<file path="config.mk">
export PLATFORM = sky130hd
export DESIGN_NAME = adder_result_stage
export DESIGN_NICKNAME = d
export VERILOG_FILES = /design/src/rtl/adder_pkg.sv /design/src/rtl/result_skid_buffer.sv /design/src/rtl/adder_result_stage.sv
export SDC_FILE = /design/constraint.sdc
export NUM_CORES = 1
export LEC_CHECK = 0
export CAP_MARGIN = 10
export CORE_UTILIZATION = 45
export DETAILED_ROUTE_END_ITERATION = 7
export GPL_ROUTABILITY_DRIVEN = 1
export PLACE_DENSITY = 0.68
export SYNTH_ARGS = -nofsm -noshare
export SYNTH_HDL_FRONTEND = slang
export SYNTH_HIERARCHICAL = 1
export SYNTH_SLANG_ARGS = --single-unit
export TNS_END_PERCENT = 5
</file>
<file path="constraint.sdc">
create_clock -name clk -period 2.1 [get_ports clk]
set_clock_uncertainty 0.05 [all_clocks]
set_input_delay 0.63 -clock clk [delete_from_list [all_inputs] [get_ports clk]]
set_output_delay 0.63 -clock clk [all_outputs]
set_load 0.05 [all_outputs]
</file>
<file path="src/rtl/adder_pkg.sv">
`default_nettype none
// ============================================================================
// Module      : adder_pkg
// Description : Shared widths, saturation limits and the result-beat record
//               for the adder result stage.
// Revision    : 1.0 - initial release
// ============================================================================
package adder_pkg;

    localparam int ADDER_WIDTH = 32;

    localparam logic [ADDER_WIDTH-1:0] SAT_MAX = {1'b0, {(ADDER_WIDTH-1){1'b1}}};
    localparam logic [ADDER_WIDTH-1:0] SAT_MIN = {1'b1, {(ADDER_WIDTH-1){1'b0}}};

    typedef struct packed {
        logic [ADDER_WIDTH-1:0] result;
        logic                   cout;
        logic                   overflow;
        logic                   zero;
        logic                   neg;
        logic                   sat;
    } result_beat_t;

    localparam int BEAT_W = $bits(result_beat_t);

endpackage
`default_nettype wire

</file>
<file path="src/rtl/result_skid_buffer.sv">
`default_nettype none
// ============================================================================
// Module      : result_skid_buffer
// Description : Generic 2-entry valid/ready skid buffer; ready is registered.
// Revision    : 1.0 - initial release
// ============================================================================
module result_skid_buffer #(
    parameter int DATA_W = 8
) (
    input  logic              clk,
    input  logic              rst_n,
    input  logic              in_valid,
    output logic              in_ready,
    input  logic [DATA_W-1:0] in_data,
    output logic              out_valid,
    input  logic              out_ready,
    output logic [DATA_W-1:0] out_data
);

    logic              m_valid_q, m_valid_d;
    logic              s_valid_q, s_valid_d;
    logic              ready_q;
    logic [DATA_W-1:0] m_data_q, m_data_d;
    logic [DATA_W-1:0] s_data_q, s_data_d;
    logic              w_accept;
    logic              w_drain;

    assign w_accept = in_valid & ready_q;
    assign w_drain  = m_valid_q & out_ready;

    always_comb begin
        m_valid_d = m_valid_q;
        m_data_d  = m_data_q;
        s_valid_d = s_valid_q;
        s_data_d  = s_data_q;
        if (s_valid_q) begin
            // ready is low while S is full, so only a drain can move things
            if (w_drain) begin
                m_data_d  = s_data_q;
                s_valid_d = 1'b0;
            end
        end else if (w_accept) begin
            if (!m_valid_q || out_ready) begin
                m_data_d  = in_data;
                m_valid_d = 1'b1;
            end else begin
                s_data_d  = in_data;
                s_valid_d = 1'b1;
            end
        end else if (w_drain) begin
            m_valid_d = 1'b0;
        end
    end

    always_ff @(posedge clk or negedge rst_n) begin
        if (!rst_n) begin
            m_valid_q <= 1'b0;
            m_data_q  <= '0;
            s_valid_q <= 1'b0;
            s_data_q  <= '0;
            ready_q   <= 1'b0;
        end else begin
            m_valid_q <= m_valid_d;
            m_data_q  <= m_data_d;
            s_valid_q <= s_valid_d;
            s_data_q  <= s_data_d;
            ready_q   <= !s_valid_d;
        end
    end

    assign in_ready  = ready_q;
    assign out_valid = m_valid_q;
    assign out_data  = m_data_q;

endmodule
`default_nettype wire

</file>
<file path="src/rtl/adder_result_stage.sv">
`default_nettype none
// ============================================================================
// Module      : adder_result_stage
// Description : Registered adder output stage: saturation, status flags,
//               skid-buffered handshake and saturating overflow counter.
// Revision    : 1.0 - initial release
// ============================================================================
module adder_result_stage
    import adder_pkg::*;
#(
    parameter int WIDTH  = ADDER_WIDTH,
    parameter bit SAT_EN = 1'b1,
    parameter int CNT_W  = 16
) (
    input  logic             clk,
    input  logic             rst_n,
    input  logic             in_valid,
    output logic             in_ready,
    input  logic [WIDTH-1:0] in_sum,
    input  logic             in_cout,
    input  logic             in_overflow,
    output logic             out_valid,
    input  logic             out_ready,
    output logic [WIDTH-1:0] out_result,
    output logic             out_cout,
    output logic             out_overflow,
    output logic             out_zero,
    output logic             out_neg,
    output logic             out_sat,
    input  logic             cnt_clr,
    output logic [CNT_W-1:0] ovf_count
);

    localparam logic [CNT_W-1:0] c_cnt_max = '1;

    result_beat_t     w_in_beat;
    result_beat_t     w_out_beat;
    logic             w_sat;
    logic             w_accept;
    logic [CNT_W-1:0] ovf_count_q, ovf_count_d;

    assign w_sat    = SAT_EN & in_overflow;
    assign w_accept = in_valid & in_ready;

    // A wrapped sum has the opposite sign of the true result, so a negative
    // wrapped sum means the true value overflowed upward.
    always_comb begin
        w_in_beat          = '0;
        w_in_beat.result   = w_sat ? (in_sum[WIDTH-1] ? SAT_MAX : SAT_MIN) : in_sum;
        w_in_beat.cout     = in_cout;
        w_in_beat.overflow = in_overflow;
        w_in_beat.sat      = w_sat;
        w_in_beat.zero     = (w_in_beat.result == '0);
        w_in_beat.neg      = w_in_beat.result[WIDTH-1];
    end

    result_skid_buffer #(
        .DATA_W (BEAT_W)
    ) u_skid (
        .clk       (clk),
        .rst_n     (rst_n),
        .in_valid  (in_valid),
        .in_ready  (in_ready),
        .in_data   (w_in_beat),
        .out_valid (out_valid),
        .out_ready (out_ready),
        .out_data  (w_out_beat)
    );

    assign out_result   = w_out_beat.result;
    assign out_cout     = w_out_beat.cout;
    assign out_overflow = w_out_beat.overflow;
    assign out_zero     = w_out_beat.zero;
    assign out_neg      = w_out_beat.neg;
    assign out_sat      = w_out_beat.sat;

    always_comb begin
        ovf_count_d = ovf_count_q;
        if (cnt_clr) begin
            ovf_count_d = '0;
        end else if (w_accept && in_overflow && (ovf_count_q != c_cnt_max)) begin
            ovf_count_d = ovf_count_q + CNT_W'(1);
        end
    end

    always_ff @(posedge clk or negedge rst_n) begin
        if (!rst_n) begin
            ovf_count_q <= '0;
        end else begin
            ovf_count_q <= ovf_count_d;
        end
    end

    assign ovf_count = ovf_count_q;

endmodule
`default_nettype wire
</file>
# After elaboration in Yosys (flattened, before gate mapping)
# Index checks and enable logic that the tools add are counted.
[classes]
add_sub_neg = 1
reduce_logical = 13
n_bitwise = 4
n_mux = 15
eq_ne = 3
[op_table]
columns = ["operator", "count"]
rows = [
  ["37-bit 2-to-1 mux", 4],
  ["32-bit 2-to-1 mux", 2],
  ["32-bit logical NOT", 1],
  ["16-bit 2-to-1 mux", 2],
  ["16-bit by 1-bit adder with 16-bit output (second input constant)", 1],
  ["16-bit inequality test (second input constant)", 1],
  ["3-bit AND reduction", 3],
  ["2-bit nonzero test", 4],
  ["1-bit 2-to-1 mux", 7],
  ["1-bit AND", 2],
  ["1-bit logical AND", 2],
  ["1-bit logical NOT", 2],
  ["2-bit by 1-bit inequality test with 1-bit output (second input constant)", 1],
  ["2-bit inequality test (second input constant)", 1],
  ["1-bit NOT", 2],
  ["1-bit logical OR", 1],
]
[totals]
output_inout_bits = 55
elab_cells = 42
in_bits = 39
register_bits = 93

# Depth between registers and ports, before layout
# Gate-level depths: netlist of run 1.
[depth]
depth_word = 6
mapped_depth = 7

# Modules after synthesis
# The synthesis of run 1 kept the hierarchy.
[modules_own_cells]
columns = ["mod", "seq_area_each_um2", "area_per_inst_um2", "cells_per_inst", "n_inst"]
rows = [
  ["result_skid_buffer", 1926.8, 3480.8, 209, 1],
  ["adder_result_stage", 400.4, 1357.6, 185, 1],
]

# Worst setup path before layout of run 1
# Ideal clock, no wire load.
[synth_timing]
kind = "input to register"
from = "input in_overflow"
to = "register u_skid.m_data_q[15], in the netlist u_skid/out_data[15]"
path_buffers = 3
required_time_ns = 1.925
stages = 7
setup_time_ns = 0.125
arrival_ns = 1.941
slack_ns = -0.016
path_cell_list = "buf_2 > nand2_1 > clkbuf_1 > clkbuf_1 > o21ai_0 > mux2_2 > mux2_2"
[synth_rtl]
columns = ["element", "line", "text"]
rows = [
  ["start: declaration", "adder_result_stage.sv:21", "input logic in_overflow,"],
  ["end signal: assignment", "result_skid_buffer.sv:64", "m_data_q <= m_data_d;"],
  ["end: declaration", "result_skid_buffer.sv:23", "logic [DATA_W-1:0] m_data_q, m_data_d;"],
]

==> flow_metrics.tcl, run 1 <==
set metrics [dict create \
    status "finished, final reports clean" \
    required_ns 2.35 \
    r2r_setup_slack_ns 0.19 \
    nets 556 \
    drt-pass1-iter-count 4 \
    yosys-top-cells-area "dfrtp_1 (48%), mux2_2 (19%), mux2_4 (9.3%), o21ai_0 (3.3%), inv_1 (2.7%)" \
    holdBufCountCts 0 \
    start_util 0.467 \
    syn-instance-count 394 \
    fmax_ghz 0.497 \
    gr-usage-all-layers 0.203 \
    path_clk_slew_ns 0.09 \
    cap_violations 0 \
    reg2regPathDepth 5 \
    p_leak_nw 2.91 \
    portBuffers 93 \
    die_area_um2 11200 \
    layout-drive-gt1-share 0.464 \
    synth_warnings 6 \
    power_density_nw_per_um2 1350 \
    synth-edff-count 0 \
    die_h_um 106 \
    fin_crit_ns 2.01 \
    clk_latency_ns 0.36 \
    cts_tree "done" \
    grt_max_degree 48 \
    dr.first_iter.drc_count 116 \
    synth_flop_cell "dfrtp_1" \
    antenna_found_initial 0 \
    synth_top_cell_by_area "dfrtp_1" \
    num_rows 37 \
    htreeDepth 3 \
    antenna_cells 0 \
    peakVddDrop_uv 750 \
    slew_violations 0 \
    clk_path_buf_depth 2 \
    r2r_start "ovf_count[0]$_DFFE_PN0P_" \
    slew_headroom 0.678 \
    grt_pass1_vias 3650 \
    core_um2 10400 \
    avgViaCountPerCell 5.29 \
    ys_async_sr_fraction 1.00 \
    synth-seq-cells 93 \
    cts_sinks 93 \
    hold_path.class "in2async" \
    antenna_left 0 \
    io_pins 94 \
    min_period_over_period 0.958 \
    pre_cts_slack_ns -0.749 \
    cp-endpoint "u_skid/out_data[2]$_DFFE_PN0P_" \
    synth_area_um2 4840 \
    root_buffer "clkbuf_8" \
    r2r-end "ovf_count[15]$_DFFE_PN0P_" \
    hold_ws_ns 0.130 \
    cts_setup_buffers 0 \
    fillers 895 \
    cts_made_buffers 9 \
    synth-seq-area-share 0.481 \
    path_max_fanout 2 \
    grt_pass1_wl_mm 17.7 \
    end_kind "register" \
    grt.overflow.total 0 \
    arrival_ns 2.26 \
    startpoint_type "input port" \
    yosysMostFrequentCell "dfrtp_1" \
    fin_ws_ns 0.0882 \
    post_drt_wl_per_cell_um 16.1 \
    dieWidth_um 106 \
    crit_type "in2reg" \
    avgSynthCellArea_um2 12.3 \
    rsz0062_at_grt "yes" \
    setup_violations 0 \
    hold_viol_final 0 \
    startpoint "in_sum[1]" \
    post-route-drc-count 0 \
    tightestPinTransition_ns 0.479 \
    wl_mm 10.6 \
    synth_top_area_frac 0.481 \
    finalWeightedCongestion 0.814 \
    vias 3475 \
    synth.distinct_cells 41 \
    dpl.hpwl_mm 7.67 \
    yosys-top-cells-count "dfrtp_1 (93), mux2_2 (83), inv_1 (35), o21ai_0 (32), mux2_4 (30)" \
    area_growth_pct 29.2 \
    synth_nets 434 \
]
area by class of cell:
cell class | instances | area (µm²) | share of cell area
multi-input cells | 244 | 2280 | 0.365
clock inverters | 5 | 35.0 | 0.00561
well taps | 136 | 170 | 0.0272
flip-flops and latches | 93 | 2330 | 0.373
clock buffers | 11 | 151 | 0.0242
repair buffers | 133 | 1150 | 0.185
inverters | 35 | 131 | 0.0210
what timing repair did:
item	CTS	global route
endpoints found under the setup margin	28	31
gates resized for setup	22	3
pin swaps	9	1
state kept, by name, indices dropped and copies added (netlist names):
signal            count
u_skid/s_valid_q      1
ovf_count            16
u_skid/out_valid      1
u_skid/in_ready       1
u_skid/out_data      37
u_skid/s_data_q      37
worst max-delay path: stages:
cell	delay, ns
clkdlybuf4s50_1	0.44
nor4_2	0.28
and4_4	0.26
nand4_1	0.12
nor4_2	0.21
mux2_4	0.20
mux2_4	0.12
power breakdown:
| part | switching [mW] | internal, mW | leakage (nW) |
|---|---|---|---|
| logic | 2.30 | 2.06 | 1.65 |
| registers | 0.418 | 2.50 | 1.17 |
| clock network | 0.638 | 0.493 | 0.0836 |
layout by cell type (no fill, tap or decap), types with 7 or more instances in the layout:
cell,n
nand2_1,11
dfrtp_1,92
clkbuf_8,11
mux2_4,31
dlygate4sd2_1,12
a21oi_1,11
nand3_1,7
buf_4,90
mux2_2,82
o21ai_0,30
inv_1,35
clkdlybuf4s50_1,24
through the flow:
stage	area, µm²	util	instances	TNS, ns	power, mW
2_1_floorplan	4840	-	394	-0.0975	6.13
5_1_grt	6250	0.603	657	-0.00431	8.84
3_5_place_dp	6020	0.581	641	-31.37	7.35
4_1_cts	6250	0.602	657	0	8.50
6_report	6250	0.603	657	0	8.41
3_3_place_gp	6020	0.581	641	-29.39	7.25
logic make-up after synthesis:
family / after synthesis / synth area share
AO/OA/AOI/OAI: 61 / 0.0753
multiplexers: 116 / 0.293
adder cells (fa/ha/maj): 1 / 0.00259
AND/OR/NAND/NOR: 65 / 0.0859
flip-flops: 93 / 0.481
XOR/XNOR: 1 / 0.00181
buffers and inverters: 57 / 0.0605
worst min-delay path by stage:
| stage | from | to | depth (start not counted) |
|---|---|---|---|
| after floorplan | rst_n | ovf_count[0]$_DFFE_PN0P_ | 0 |
| after global placement | u_skid/s_data_q[33]$_DFFE_PN0P_ | u_skid/s_data_q[33]$_DFFE_PN0P_ | 1 |
| after detailed placement | u_skid/s_data_q[35]$_DFFE_PN0P_ | u_skid/s_data_q[35]$_DFFE_PN0P_ | 1 |
| after CTS | rst_n | u_skid/out_data[34]$_DFFE_PN0P_ | 1 |
| after global routing | rst_n | ovf_count[8]$_DFFE_PN0P_ | 1 |
| final | rst_n | u_skid/out_data[34]$_DFFE_PN0P_ | 1 |
routing by layer:
| metal | track usage | wire length, µm | up-vias |
|---|---|---|---|
| met5 | 0 | 0 | - |
| met4 | 0.0833 | 195 | 0 |
| met3 | 0.0383 | 531 | 12 |
| met2 | 0.324 | 5000 | 83 |
| met1 | 0.272 | 4880 | 1717 |
| li1 | - | - | 1663 |
No activity file was read; power rests on OpenSTA's default activity.
==> inputs of run 2 (changes only) <==
Settings changed: CORE_UTILIZATION 45 to 52, PLACE_DENSITY 0.68 to 0.77.
==> run 2 against run 1 <==
The flow now finishes with violations (design-rule violations, negative setup slack). Setup slack worse by 0.10 ns. Via count is 0.52% higher. First-iteration DRC count decreased by 7.8%. Power increased by 1.1%. Non-clock buffer count is 3 lower. Highest routed layer unchanged. Core utilization up 9.8 points. Flip-flop and latch count is the same. Global-route usage grew 3.7 points. Critical endpoint unchanged.
==> flow_metrics.tcl, run 2 (synthesis results as in run 1) <==
set metrics [dict create \
    status "complete, but fails checks" \
    violations "design-rule violations, negative setup slack" \
    die_area_um2 9690 \
    num_rows 34 \
    final_cell_mix "dfrtp_1 (92), buf_4 (88), mux2_2 (82), inv_1 (35)" \
    cp.buffers_inverters 1 \
    dr.first_iter.drc_count 107 \
    required_ns 2.35 \
    critPathSlowestCell "clkdlybuf4s50_1" \
    grtUsageMet3 0.0440 \
    htreeDepth 3 \
    nets 553 \
    root_buffer "clkbuf_8" \
    hold_viol_final 0 \
    grt_pass1_vias 3671 \
    p_leak_nw 2.91 \
    dieWidth_um 98.5 \
    path_depth 7 \
    end_kind "register" \
    crit_type "in2reg" \
    peakVddDrop_uv 921 \
    antenna_left 0 \
    grt_max_degree 49 \
    startpoint_type "input port" \
    r2r_setup_slack_ns 0.26 \
    io_pins 94 \
    die_h_um 98.5 \
    pre_cts_slack_ns -0.761 \
    cts_made_buffers 9 \
    cts_sinks 93 \
    gr-usage-all-layers 0.239 \
    grt.overflow.total 0 \
    fin_ws_ns -0.0128 \
    critPathMaxStageDelay_ns 0.45 \
    portBuffers 93 \
    hold_path.class "in2async" \
    r2r_start "ovf_count[1]$_DFFE_PN0P_" \
    post-route-drc-count 5 \
    antenna_found_initial 1 \
    clk_latency_ns 0.36 \
    wl_mm 10.8 \
    clk_path_buf_depth 2 \
    cpMostUsedCell "mux2_4" \
    area_growth_pct 28.2 \
    use_met2 0.401 \
    cp-endpoint "u_skid/out_data[2]$_DFFE_PN0P_" \
    core_um2 8850 \
    vias 3493 \
    arrival_ns 2.36 \
    setup_violations 1 \
    dpl.hpwl_mm 7.55 \
    hold_ws_ns 0.156 \
    tightestPinTransition_ns 0.518 \
    startpoint "in_sum[1]" \
    drt-pass1-iter-count 6 \
    power_density_nw_per_um2 1370 \
    reg2regPathDepth 5 \
    finalWeightedCongestion 0.792 \
    post_drt_wl_per_cell_um 17.2 \
    fmax_ghz 0.473 \
    r2r-end "ovf_count[15]$_DFFE_PN0P_" \
    cts_tree "done" \
    worstPathCellList "clkdlybuf4s50_1, nor4_2, and4_1, nand4_1, nor4_4, mux2_4, mux2_4" \
    slew_headroom 0.652 \
    layout-drive-gt1-share 0.459 \
    final_common_cell "dfrtp_1" \
    start_util 0.547 \
    path_delay_family "simple AND/OR/NAND/NOR gates" \
    holdBufCountCts 0 \
    path_clk_slew_ns 0.09 \
    rsz0062_at_grt "yes" \
    min_period_over_period 1.01 \
    instances_no_fill 627 \
    fin_crit_ns 2.11 \
    busiest_layer "met2" \
    dp.cells 609 \
    grt.met1_usage 0.315 \
    path_max_fanout 2 \
    slew_violations 0 \
    grt_pass1_wl_mm 18.1 \
    avgViaCountPerCell 5.57 \
    cap_violations 0 \
    power.total_mw 8.51 \
]
## run 2: timing repair
| item | 4_1_cts | 5_1_grt |
|---|---|---|
| setup buffers | 1 | 0 |
| gates cloned | 0 | 0 |
| setup endpoints to repair | 30 | 36 |
| pin swaps | 7 | 1 |
| resized for setup | 18 | 6 |
## run 2: worst register-to-register path: cells and delay by family (launching register included)
kind,cells,cell delay (ns)
and+or+nand+nor,3,0.90
DFF,1,0.44
AOI/OAI and AO/OA,1,0.15
adders and majority gates,1,0.25
## run 2: per-layer routing
layer  share of wire  up-vias
met5               0        -
met4           0.015        0
met3           0.038       14
met2            0.49       87
met1            0.46     1738
li1                -     1654
## run 2: through the flow
step / area (µm²) / setup TNS, ns / utilization
floorplan: 4840 / -0.0975 / -
global placement: 5930 / -29.17 / 0.670
detailed placement: 5930 / -30.58 / 0.670
CTS: 6180 / 0 / 0.699
global route: 6200 / -0.0388 / 0.701
finish: 6200 / -0.0128 / 0.701
## run 2: final cells by class
class,instances,area (µm²)
Antenna cell,1,2.50
Clock buffer,11,151
Clock inverter,5,57.6
Fill cell,609,2650
Inverter,35,131
Multi-Input combinational cell,244,2280
Sequential cell,93,2330
Tap cell,108,135
Timing Repair Buffer,130,1110
## run 2: how the worst min path moves through the flow
| stage | startpoint | end | slack (ns) | cells after the start |
|---|---|---|---|---|
| after floorplan | rst_n | ovf_count[0]$_DFFE_PN0P_ | 0.28 | 0 |
| after global placement | u_skid/s_data_q[35]$_DFFE_PN0P_ | u_skid/s_data_q[35]$_DFFE_PN0P_ | 0.41 | 1 |
| after detailed placement | u_skid/s_data_q[35]$_DFFE_PN0P_ | u_skid/s_data_q[35]$_DFFE_PN0P_ | 0.43 | 1 |
| after CTS | rst_n | u_skid/out_data[31]$_DFFE_PN0P_ | 0.17 | 1 |
| after global routing | rst_n | u_skid/out_data[31]$_DFFE_PN0P_ | 0.17 | 1 |
| final | rst_n | u_skid/out_data[31]$_DFFE_PN0P_ | 0.16 | 1 |
## run 2: report_power, final
part	leakage, nW	switching (mW)	internal (mW)	total [mW]
sequential	1.17	0.433	2.51	2.94
clock	0.110	0.632	0.618	1.25
combinational	1.63	2.30	2.02	4.32
total	2.91	3.37	5.14	8.51
